**src/rtl/cache_repl_sel.sv**
```systemverilog
// Victim-way selector for set-associative L1 caches: fills invalid ways first and
// falls back to an LFSR (MODE=0) or per-set round-robin pointer (MODE=1), skipping locked ways.
module cache_repl_sel #(
    parameter int          NUMWAYS = 4,
    parameter int          NUMSETS = 128,
    parameter int          SETLEN  = $clog2(NUMSETS),
    parameter int          MODE    = 0,
    parameter logic [15:0] SEED    = 16'h0001
) (
    input  logic               clk,
    input  logic               reset,
    input  logic               FlushStage,
    input  logic               LRUWriteEn,
    input  logic               InvalidateCache,
    input  logic [SETLEN-1:0]  CacheSetData,
    input  logic [SETLEN-1:0]  CacheSetTag,
    input  logic [NUMWAYS-1:0] ValidWay,
    input  logic [NUMWAYS-1:0] LockWay,
    output logic [NUMWAYS-1:0] VictimWay,
    output logic               NoVictim
);

    localparam int WAYLEN = (NUMWAYS > 1) ? $clog2(NUMWAYS) : 1;

    generate
        if (NUMWAYS == 1) begin : g_one
            logic unused_one;
            assign unused_one = ^{clk, reset, FlushStage, LRUWriteEn, InvalidateCache,
                                  CacheSetData, CacheSetTag, ValidWay};
            assign VictimWay = ~LockWay;
            assign NoVictim  = LockWay[0];
        end else begin : g_multi
            logic              upd_en;
            logic [WAYLEN-1:0] cand;
            logic [WAYLEN-1:0] idx;
            logic              found;

            assign upd_en = LRUWriteEn & ~FlushStage;

            if (MODE == 0) begin : g_lfsr
                logic [15:0] lfsr;
                logic        unused_rr;
                assign unused_rr = ^{CacheSetData, CacheSetTag, InvalidateCache};

                always_ff @(posedge clk) begin
                    if (reset) begin
                        lfsr <= SEED;
                    end else if (upd_en) begin
                        lfsr <= {lfsr[0] ^ lfsr[2] ^ lfsr[3] ^ lfsr[5], lfsr[15:1]};
                    end
                end

                // While reset is held the victim already reflects the reset state.
                assign cand = reset ? SEED[WAYLEN-1:0] : lfsr[WAYLEN-1:0];
            end else begin : g_rr
                logic [WAYLEN-1:0] ptr [NUMSETS];

                always_ff @(posedge clk) begin
                    if (reset || InvalidateCache) begin
                        for (int s = 0; s < NUMSETS; s++) begin
                            ptr[s] <= '0;
                        end
                    end else if (upd_en) begin
                        ptr[CacheSetTag] <= ptr[CacheSetTag] + 1'b1;
                    end
                end

                // No bypass: a lookup sees the pointer before a same-cycle update.
                assign cand = reset ? '0 : ptr[CacheSetData];
            end

            always_comb begin
                VictimWay = '0;
                found     = 1'b0;
                idx       = '0;
                for (int i = 0; i < NUMWAYS; i++) begin
                    if (!found && !ValidWay[i] && !LockWay[i]) begin
                        VictimWay[i] = 1'b1;
                        found        = 1'b1;
                    end
                end
                // Scan from the candidate upward; index arithmetic wraps modulo NUMWAYS.
                for (int i = 0; i < NUMWAYS; i++) begin
                    idx = cand + WAYLEN'(i);
                    if (!found && !LockWay[idx]) begin
                        VictimWay[idx] = 1'b1;
                        found          = 1'b1;
                    end
                end
                NoVictim = ~found;
            end
        end
    endgenerate

endmodule

```
**config.mk**
```make
export PLATFORM = sky130hd
export DESIGN_NAME = cache_repl_sel
export DESIGN_NICKNAME = d
export VERILOG_FILES = /design/src/rtl/cache_repl_sel.sv
export SDC_FILE = /design/constraint.sdc
export NUM_CORES = 1
export LEC_CHECK = 0
export CORE_MARGIN = 5
export CORE_UTILIZATION = 38
export CTS_CLUSTER_DIAMETER = 50
export DETAILED_ROUTE_END_ITERATION = 10
export PLACE_DENSITY_LB_ADDON = 0.08
export SLEW_MARGIN = 15
export SYNTH_ARGS = -nofsm -noshare
export SYNTH_HDL_FRONTEND = slang
export SYNTH_SLANG_ARGS = --single-unit
export TNS_END_PERCENT = 30
```
**constraint.sdc**
```tcl
create_clock -name clk -period 5.4 [get_ports clk]
set_clock_uncertainty 0.2 [all_clocks]
set_input_delay 1.35 -clock clk [delete_from_list [all_inputs] [get_ports clk]]
set_output_delay 1.35 -clock clk [all_outputs]
set_load 0.01 [all_outputs]
```
=== Yosys cells after proc, flatten, opt, wreduce, memory -nomap -nowiden ===
Cells that the tools add are included.

* Muxes and demuxes: 32
* $add $sub $neg: 3
* Reduce and logical (&&, ||, !) cells: 34
* Bitwise gates (word level): 10
* $lt $le $gt $ge: 8

{| class="wikitable"
|+ Operators by type and width
! cell !! count
|-
| $logic_not A1 Y1 || 19
|-
| $mux W1 || 19
|-
| $mux W4 || 4
|-
| $or A4 B4 Y4 || 4
|-
| $logic_and A1 B1 Y1 || 15
|-
| $lt A2 B3 Y1 const B || 4
|-
| $bmux W1 S2 || 4
|-
| $demux W1 S2 || 4
|-
| $ge A2 B1 Y1 const B || 4
|-
| $add A2 B2 Y2 const B || 2
|-
| $xor A1 B1 Y1 || 3
|-
| $add A2 B1 Y2 const B || 1
|-
| $mux W2 || 1
|-
| $not A1 Y1 || 2
|-
| $and A1 B1 Y1 || 1
|}

* Output and inout port bits: 5
* Bits in registers: 16
* Word-level logic and storage cells: 88

=== Logic depth before layout (Yosys ltp) ===
Gate-level depths: netlist of run 1.

* Depth in word-level cells: 28
* Mapped depth: 8

=== Worst setup path before layout of run 1 ===
OpenSTA, ideal clock, no wires.

* Path kind: input-to-output
* From: input reset
* To: output VictimWay[0]
* Arrival: 2.729 ns
* Setup slack: 1.121 ns
* Stages on the path: 7
* Cell sequence: nor2_2 > inv_1 > ha_1 > mux4_1 > and3_1 > o21ai_1 > o221ai_1

* Longest elaborated chain between the ends: 15
* Elaborated cells on any way between the ends: 54

{| class="wikitable"
|+ RTL lines
! item !! line !! RTL
|-
| start: declaration || 11 || <nowiki>input logic reset,</nowiki>
|-
| $mux W2 * || 54 || <nowiki>assign cand = reset ? SEED[WAYLEN-1:0] : lfsr[WAYLEN-1:0];</nowiki>
|-
| parallel branches: the longest is 13 deep, another holds $lt A2 B3 Y1 || -- ||
|-
| $mux W4 * || 85 || <nowiki>if (!found && !LockWay[idx]) begin</nowiki>
|-
| end: declaration || 19 || <nowiki>output logic [NUMWAYS-1:0] VictimWay,</nowiki>
|}

Mark *: on every way between the ends. The select of a mux whose other input is x is not followed.

=== Worst setup path in the final report of run 1 ===
* From: input LockWay[0]
* To: output VictimWay[2]

* Longest elaborated chain between the ends: 27
* Elaborated cells on any way between the ends: 47

{| class="wikitable"
|+ RTL lines
! item !! line !! RTL
|-
| start: declaration || 18 || <nowiki>input logic [NUMWAYS-1:0] LockWay,</nowiki>
|-
| $logic_not A1 Y1 || 77 || <nowiki>if (!found && !ValidWay[i] && !LockWay[i]) begin</nowiki>
|-
| $logic_and A1 B1 Y1 || 77 ||
|-
| $mux W1 || 77 ||
|-
| $logic_not A1 Y1 || 77 ||
|-
| $logic_and A1 B1 Y1 (2 in series) || 77 ||
|-
| $mux W1 || 77 ||
|-
| $logic_not A1 Y1 || 77 ||
|-
| $logic_and A1 B1 Y1 (2 in series) || 77 ||
|-
| [9 not listed] || -- ||
|-
| $logic_and A1 B1 Y1 || 85 ||
|-
| $mux W1 || 85 ||
|-
| $logic_not A1 Y1 || 85 ||
|-
| $logic_and A1 B1 Y1 || 85 ||
|-
| $mux W1 || 85 ||
|-
| $logic_not A1 Y1 || 85 ||
|-
| $logic_and A1 B1 Y1 || 85 ||
|-
| $mux W4 * || 85 ||
|}

Mark *: on every way between the ends. The rest lies on a longest branch, timed or not. The select of a mux whose other input is x is not followed.

==> run summary, run 1 <==
Final ANT Viol Nets: 0
Die area: 3860 um^2
Total number of vias: 921
Global-route wire length before repair: 3710 um
Largest registers: g_multi.g_lfsr.lfsr (16)
CTS root buf: clkbuf_4
Relative slew slack: 29.4%
Initial Util: 38.4%
Bufs on Longest Clock Path: 2
Synth Area per Inst: 7.94 um^2
Commonest non-fill, non-tap cells in the layout: nand2_1, dfxtp_1, a21oi_1, clkdlybuf4s50_1
GR Overflow Total: 0
Drt first pass iters: 4
Crit-path cells: clkdlybuf4s50_1 -> inv_1 -> o311a_1 -> nor4b_4 -> o21ai_1 -> o211ai_1 -> clkdlybuf4s50_1
Most common cell after layout, fill and taps aside: nand2_1
Final instance area: 1240 um^2
R2R depth: 3
Crit path DAT: 3.58 ns
Antenna diodes: 0
Die Width: 62.1 um
Max-slew violations: 0
Post-synthesis sequential area ratio: 31.0%
Post-route minimum period: 5.13 ns
Hpwl dp: 1620 um
Crit path kind: in2out
CTS Sinks: 16
Critical path required time: 3.85 ns
Total Wirelength: 2160 um
I/O pin total: 32
Worst Hold Class: reg2reg
Remaining routing DRC violations: 0
Final Hold Vio Count: 0
Clock transition at path regs: 0.08 ns
Hold buffers post-CTS: 0
Initial antenna violation count: 0
WP buf/inv: 3
Synthesized cell area: 1030 um^2
CP Capture Type: primary output
RR Startpoint: g_multi.g_lfsr.lfsr[0]
Yosys Warn Count: 0
H-tree Lvls: 1
Register bit count reported by yosys: 16
Mapped Cells: 130
CP most frequent cell: clkdlybuf4s50_1
Row count: 19
Leakage: 0.480 nW
FF-to-FF End: g_multi.g_lfsr.lfsr[15]
Worst VDD drop: 0.135 mV
Biggest register: g_multi.g_lfsr.lfsr
Hold EP: g_multi.g_lfsr.lfsr[5]
PnR Total Power: 0.231 mW
Max reg flops: 16
Period utilisation layout: 95.0%
Port bufs: 16
Post-CTS Repair Setup Buffers: 0
Via-to-Cell Ratio: 5.20
Crit path max fanout: 6
WHS Path Cells: 2
Placed Area: 1220 um^2
Nets: 179
Max-cap violations: 0
Layout cells sized above 1: 8.90%
Slowest cell on the critical path: clkdlybuf4s50_1
Fmax: 195 MHz
Delay-heaviest family, CP: buffers and inverters
Least-Margin Pin Slew: 1.06 ns
Floorplan core area: 2690 um^2
Pin count of the biggest net entering global routing: 18
Slowest stage delay, CP: 0.56 ns
Clock latency on the worst-skew pair: 0.27 ns
Post-synth cell types: 31
Reg2reg setup slack: 4.14 ns
Fillers: 284
Area grow syn2layout: 20.1%
Net Count, Synth: 161
RePlAce Congestion: 0.748
WL/cell: 12.2 um
CTS tree: built
Setup TNS: 0 ns
Power density over cell area: 186 nW/um^2
Count of final setup violators: 0
Min-delay src: g_multi.g_lfsr.lfsr[6]
1st-iter DRT viols: 43
Die height: 62.1 um
RSZ-0062 raised after global routing: no
Stages on worst setup path: 7
Outcome: finished clean
CTS buffer count: 3
Vias in the first global route: 882
GRT Util Overall: 11.4%
Worst Setup Start Kind: input pin
-- power breakdown --
part,leakage (nW),internal [mW],total (mW),switching (mW)
sequential,0.129,0.119,0.121,0.00144
clock,0.0138,0.0258,0.0572,0.0315
combinational,0.337,0.0269,0.0531,0.0262
-- repair_timing --
item / CTS / global route
endpoints found under the hold margin: 0 / 0
gates resized for setup: 1 / 1
endpoints found under the setup margin: 1 / 4
-- synthesized netlist by cell type, drive strengths merged --
cell | number | area, um^2
dfxtp | 16 | 320
nor2b | 2 | 12.5
o311a | 1 | 10.0
buf | 2 | 22.5
inv | 10 | 37.5
nor4b | 1 | 23.8
and3 | 3 | 18.8
nand3b | 1 | 7.51
nand2b | 2 | 20.0
a211oi | 1 | 7.51
nand3 | 1 | 5.00
nand2 | 32 | 120
mux2i | 3 | 30.0
a32o | 1 | 10.0
ha | 4 | 50.1
a21oi | 14 | 70.1
clkbuf | 4 | 15.0
o211ai | 2 | 15.0
o21ai | 6 | 30.0
o221ai | 4 | 35.0
o211a | 1 | 10.0
nor2 | 11 | 46.3
and3b | 1 | 8.76
xnor2 | 3 | 26.3
mux4 | 3 | 71.3
o22a | 1 | 8.76
-- area by class of cell --
class	count	area [um^2]	area share (%)
Clock buffer	3	22.5	1.82
Tap cell	31	38.8	3.13
Timing Repair Buffer	19	184	14.8
Inverter	10	37.5	3.03
Multi-Input combinational cell	98	637	51.4
Sequential cell	16	320	25.8
-- per-stage QoR --
step	util, %	hold WS, ns	worst slack (ns)	instances
final	46.2	0.250	0.271	177
after global routing	46.2	0.274	0.170	177
after CTS	46.1	0.256	0.0192	177
after detailed placement	45.3	0.244	0.00930	174
after global placement	45.3	0.241	0.0341	174
after floorplan	-	0.229	1.12	130
-- how the worst max path moves through the flow --
stage | startpoint | to | slack (ns)
3_3_place_gp | reset | VictimWay[2] | 0.03
6_report | LockWay[0] | VictimWay[2] | 0.27
5_1_grt | LockWay[1] | VictimWay[2] | 0.17
3_5_place_dp | reset | VictimWay[1] | 0.009
2_1_floorplan | reset | VictimWay[0] | 1.12
4_1_cts | reset | VictimWay[2] | 0.02
-- cells by family (layout without fill, tap and decap cells) --
| logic type | Yosys count | after routing | share of synthesized area, % |
|---|---|---|---|
| and+or+nand+nor | 54 | 54 | 25.5 |
| AOI/OAI and AO/OA | 31 | 31 | 19.0 |
| DFF | 16 | 16 | 31.0 |
| buffers and inverters | 16 | 32 | 7.27 |
| muxes | 6 | 6 | 9.82 |
| adders and majority gates | 4 | 4 | 4.85 |
| xor gates and xnor gates | 3 | 3 | 2.55 |
-- per-layer routing --
| metal | vias up | routed length (um) | GRT usage (%) |
|---|---|---|---|
| li1 | 485 | - | - |
| met1 | 408 | 966 | 12.3 |
| met2 | 22 | 1030 | 19.7 |
| met3 | 6 | 104 | 2.34 |
| met4 | 0 | 58 | 7.59 |
| met5 | - | 0 | 0 |
-- worst reg2reg max path, cell delays in order (launching register included) --
cell and delay [ns]:
dfxtp_1 0.48, xnor2_1 0.18, xnor2_1 0.15, a211oi_1 0.09
(Power assumes the default switching activity.)
==> inputs of run 2 (changes only) <==
--- a/config.mk
+++ b/config.mk
@@ -5,6 +5,7 @@
 export SDC_FILE = /design/constraint.sdc
 export NUM_CORES = 1
 export LEC_CHECK = 0
+export CORE_ASPECT_RATIO = 1.75
 export CORE_MARGIN = 5
 export CORE_UTILIZATION = 38
 export CTS_CLUSTER_DIAMETER = 50
==> run 2 against run 1 <==
Against the previous run: final area rose by 3.2%; total power increased by 13%; via count rose by 2.2%; highest routed layer unchanged; sequential power about the same; sequential share of layout area is 0.81 points lower; critical path type unchanged.
==> run summary, run 2 (synthesis gave the netlist of run 1 again) <==
FF-to-FF End: g_multi.g_lfsr.lfsr[15]
Area grow syn2layout: 24.0%
Vias in the first global route: 897 (+1.7%)
Global-route wire length before repair: 4150 um (+12%)
Hpwl dp: 1930 um (+19%)
Final core occ: 48.1% (+2.0 points)
Via-to-Cell Ratio: 5.38 (+3.3%)
Max reg flops: 16 (unchanged)
Delay-heaviest family, CP: buffers and inverters
CTS tree: built
Fmax: 194 MHz (-0.27%)
Critical path launch point: LockWay[0]
Least-Margin Pin Slew: 1.08 ns (+0.0242 ns)
Period utilisation layout: 95.2% (+0.26 points)
CTS Sinks: 16 (unchanged)
Hold buffers post-CTS: 0 (unchanged)
Bufs on Longest Clock Path: 2 (unchanged)
Clock latency on the worst-skew pair: 0.24 ns (-0.03 ns)
Drt first pass iters: 4 (unchanged)
Combinational group share of total power: 21.0% (-2.0 points)
CP most frequent cell: clkdlybuf4s50_1
Antenna diodes: 0 (unchanged)
Remaining routing DRC violations: 0 (unchanged)
Final Hold Vio Count: 0 (unchanged)
Layout cells sized above 1: 10.1% (+1.2 points)
R2R depth: 3 (unchanged)
GR Overflow Total: 0 (unchanged)
RR Startpoint: g_multi.g_lfsr.lfsr[0]
Setup TNS: 0 ns (unchanged)
1st-iter DRT viols: 23 (-47%)
Most common cell after layout, fill and taps aside: nand2_1
Fillers: 270 (-4.9%)
Final ANT Viol Nets: 0 (unchanged)
Floorplan core area: 2660 um^2 (-1.0%)
Leakage: 0.551 nW (+15%)
Crit path DAT: 3.59 ns (about the same)
Total Wirelength: 2450 um (+14%)
H-tree Lvls: 1 (unchanged)
Stages on worst setup path: 6 (-1)
Die Width: 49.4 um (-20%)
Slowest stage delay, CP: 0.57 ns (about the same)
Max-slew violations: 0 (unchanged)
Worst Hold Class: reg2reg
Total number of vias: 941 (+2.2%)
Row count: 25 (+6)
CTS root buf: clkbuf_8
Flop pwr share: 46.4% (-5.8 points)
Die height: 78.9 um (+27%)
Largest registers: g_multi.g_lfsr.lfsr (16)
Clock share of power: 32.5% (+7.7 points)
Count of final setup violators: 0 (unchanged)
Crit path kind: in2out
Pin count of the biggest net entering global routing: 18 (unchanged)
Power density over cell area: 203 nW/um^2 (+9.2%)
Nets: 181 (+1.1%)
Crit-path cells: clkdlybuf4s50_1 -> o22a_1 -> o221ai_1 -> nor4b_4 -> and3b_1 -> clkdlybuf4s50_1
Critical path required time: 3.85 ns (about the same)
Sw Ratio: 24.6% (-0.97 points)
Port bufs: 16 (unchanged)
Sw Pwr: 0.0641 mW (+8.4%)
WP buf/inv: 2 (-1)
Outcome: finished clean
GRT Util Overall: 13.3% (+1.9 points)
Worst Setup Start Kind: input pin
Slowest cell on the critical path: clkdlybuf4s50_1
Max-cap violations: 0 (unchanged)
Commonest non-fill, non-tap cells in the layout: nand2_1, dfxtp_1, a21oi_1, clkdlybuf4s50_1
Reg2reg setup slack: 4.16 ns (+0.02 ns)
Initial antenna violation count: 0 (unchanged)
Post-route minimum period: 5.14 ns (+0.0138 ns)
Worst VDD drop: 0.137 mV (+1.8%)
RSZ-0062 raised after global routing: no
Crit path max fanout: 6 (unchanged)
Crit path capture: NoVictim
I/O pin total: 32 (unchanged)
WL/cell: 14.0 um (+15%)
Internal Pwr Total: 0.196 mW (+14%)
RePlAce Congestion: 0.875 (+17%)
Biggest register: g_multi.g_lfsr.lfsr
CTS buffer count: 3 (unchanged)
Relative slew slack: 27.8% (-1.6 points)
Die area: 3900 um^2 (+1.1%)
Initial Util: 38.8% (+0.40 points)
Clock transition at path regs: 0.06 ns (-0.02 ns)
CP Capture Type: primary output
[run 2: changes by cell type in the layout (fill, tap and decap cells not counted), sizes merged]
| cell | delta |
|---|---|
| buf | +2 |
| clkdlybuf4s50 | -3 |
| dlygate4sd2 | -1 |
| dlymetal6s2s | +4 |
[run 2: metal layers]
| metal | vias up | global-route usage [%] | part of all wire, % |
|---|---|---|---|
| li1 | 481 | - | - |
| met1 | 435 | 13.2 | 39 |
| met2 | 19 | 25.8 | 57 |
| met3 | 6 | 1.88 | 2.7 |
| met4 | 0 | 6.04 | 1.6 |
| met5 | - | 0 | 0 |
[run 2: worst min path at each step]
stage | start | endpoint | slack [ns] | depth (start not counted)
6_report | g_multi.g_lfsr.lfsr[4] | g_multi.g_lfsr.lfsr[3] | 0.25 | 2
5_1_grt | g_multi.g_lfsr.lfsr[6] | g_multi.g_lfsr.lfsr[5] | 0.27 | 2
4_1_cts | g_multi.g_lfsr.lfsr[10] | g_multi.g_lfsr.lfsr[9] | 0.26 | 2
3_5_place_dp | g_multi.g_lfsr.lfsr[10] | g_multi.g_lfsr.lfsr[9] | 0.25 | 2
3_3_place_gp | g_multi.g_lfsr.lfsr[6] | g_multi.g_lfsr.lfsr[5] | 0.24 | 2
2_1_floorplan | g_multi.g_lfsr.lfsr[4] | g_multi.g_lfsr.lfsr[3] | 0.23 | 2
[run 2: cell type report]
| cell class | count | area, um^2 | area share, % |
|---|---|---|---|
| Sequential cell | 16 | 320 | 25.0 |
| Timing Repair Buffer | 21 | 210 | 16.4 |
| Multi-Input combinational cell | 98 | 637 | 49.8 |
| Tap cell | 27 | 33.8 | 2.64 |
| Inverter | 10 | 37.5 | 2.93 |
| Clock buffer | 3 | 41.3 | 3.23 |
[run 2: worst reg2reg max path, delay by kind of cell, from the launching register on]
kind           cells  cell delay [ns]
flip-flops         1             0.47
XOR/XNOR           2             0.31
AO/OA/AOI/OAI      1             0.09
[run 2: timing repair]
item                       4_1_cts  5_1_grt
resized for setup                0        5
buffers inserted                 0        1
setup endpoints to repair        0        5
[run 2: power groups by stage]
stage	logic (mW)	clock network (mW)	registers (mW)
after global routing	0.0597	0.0940	0.121
final	0.0548	0.0847	0.121
after global placement	0.0540	0	0.124
after floorplan	0.0327	0	0.122
after detailed placement	0.0547	0	0.124
after CTS	0.0549	0.0882	0.121
[run 2: stage by stage]
stage	hold WS (ns)	total power [mW]	std cells	setup slack, ns	cell area (um^2)
after floorplan	0.229	0.155	130	1.12	1030
after global placement	0.241	0.178	171	0.0587	1220
after detailed placement	0.248	0.178	171	0.0443	1220
after CTS	0.257	0.264	174	0.0366	1260
after global routing	0.269	0.275	175	0.122	1280
final	0.254	0.260	175	0.258	1280
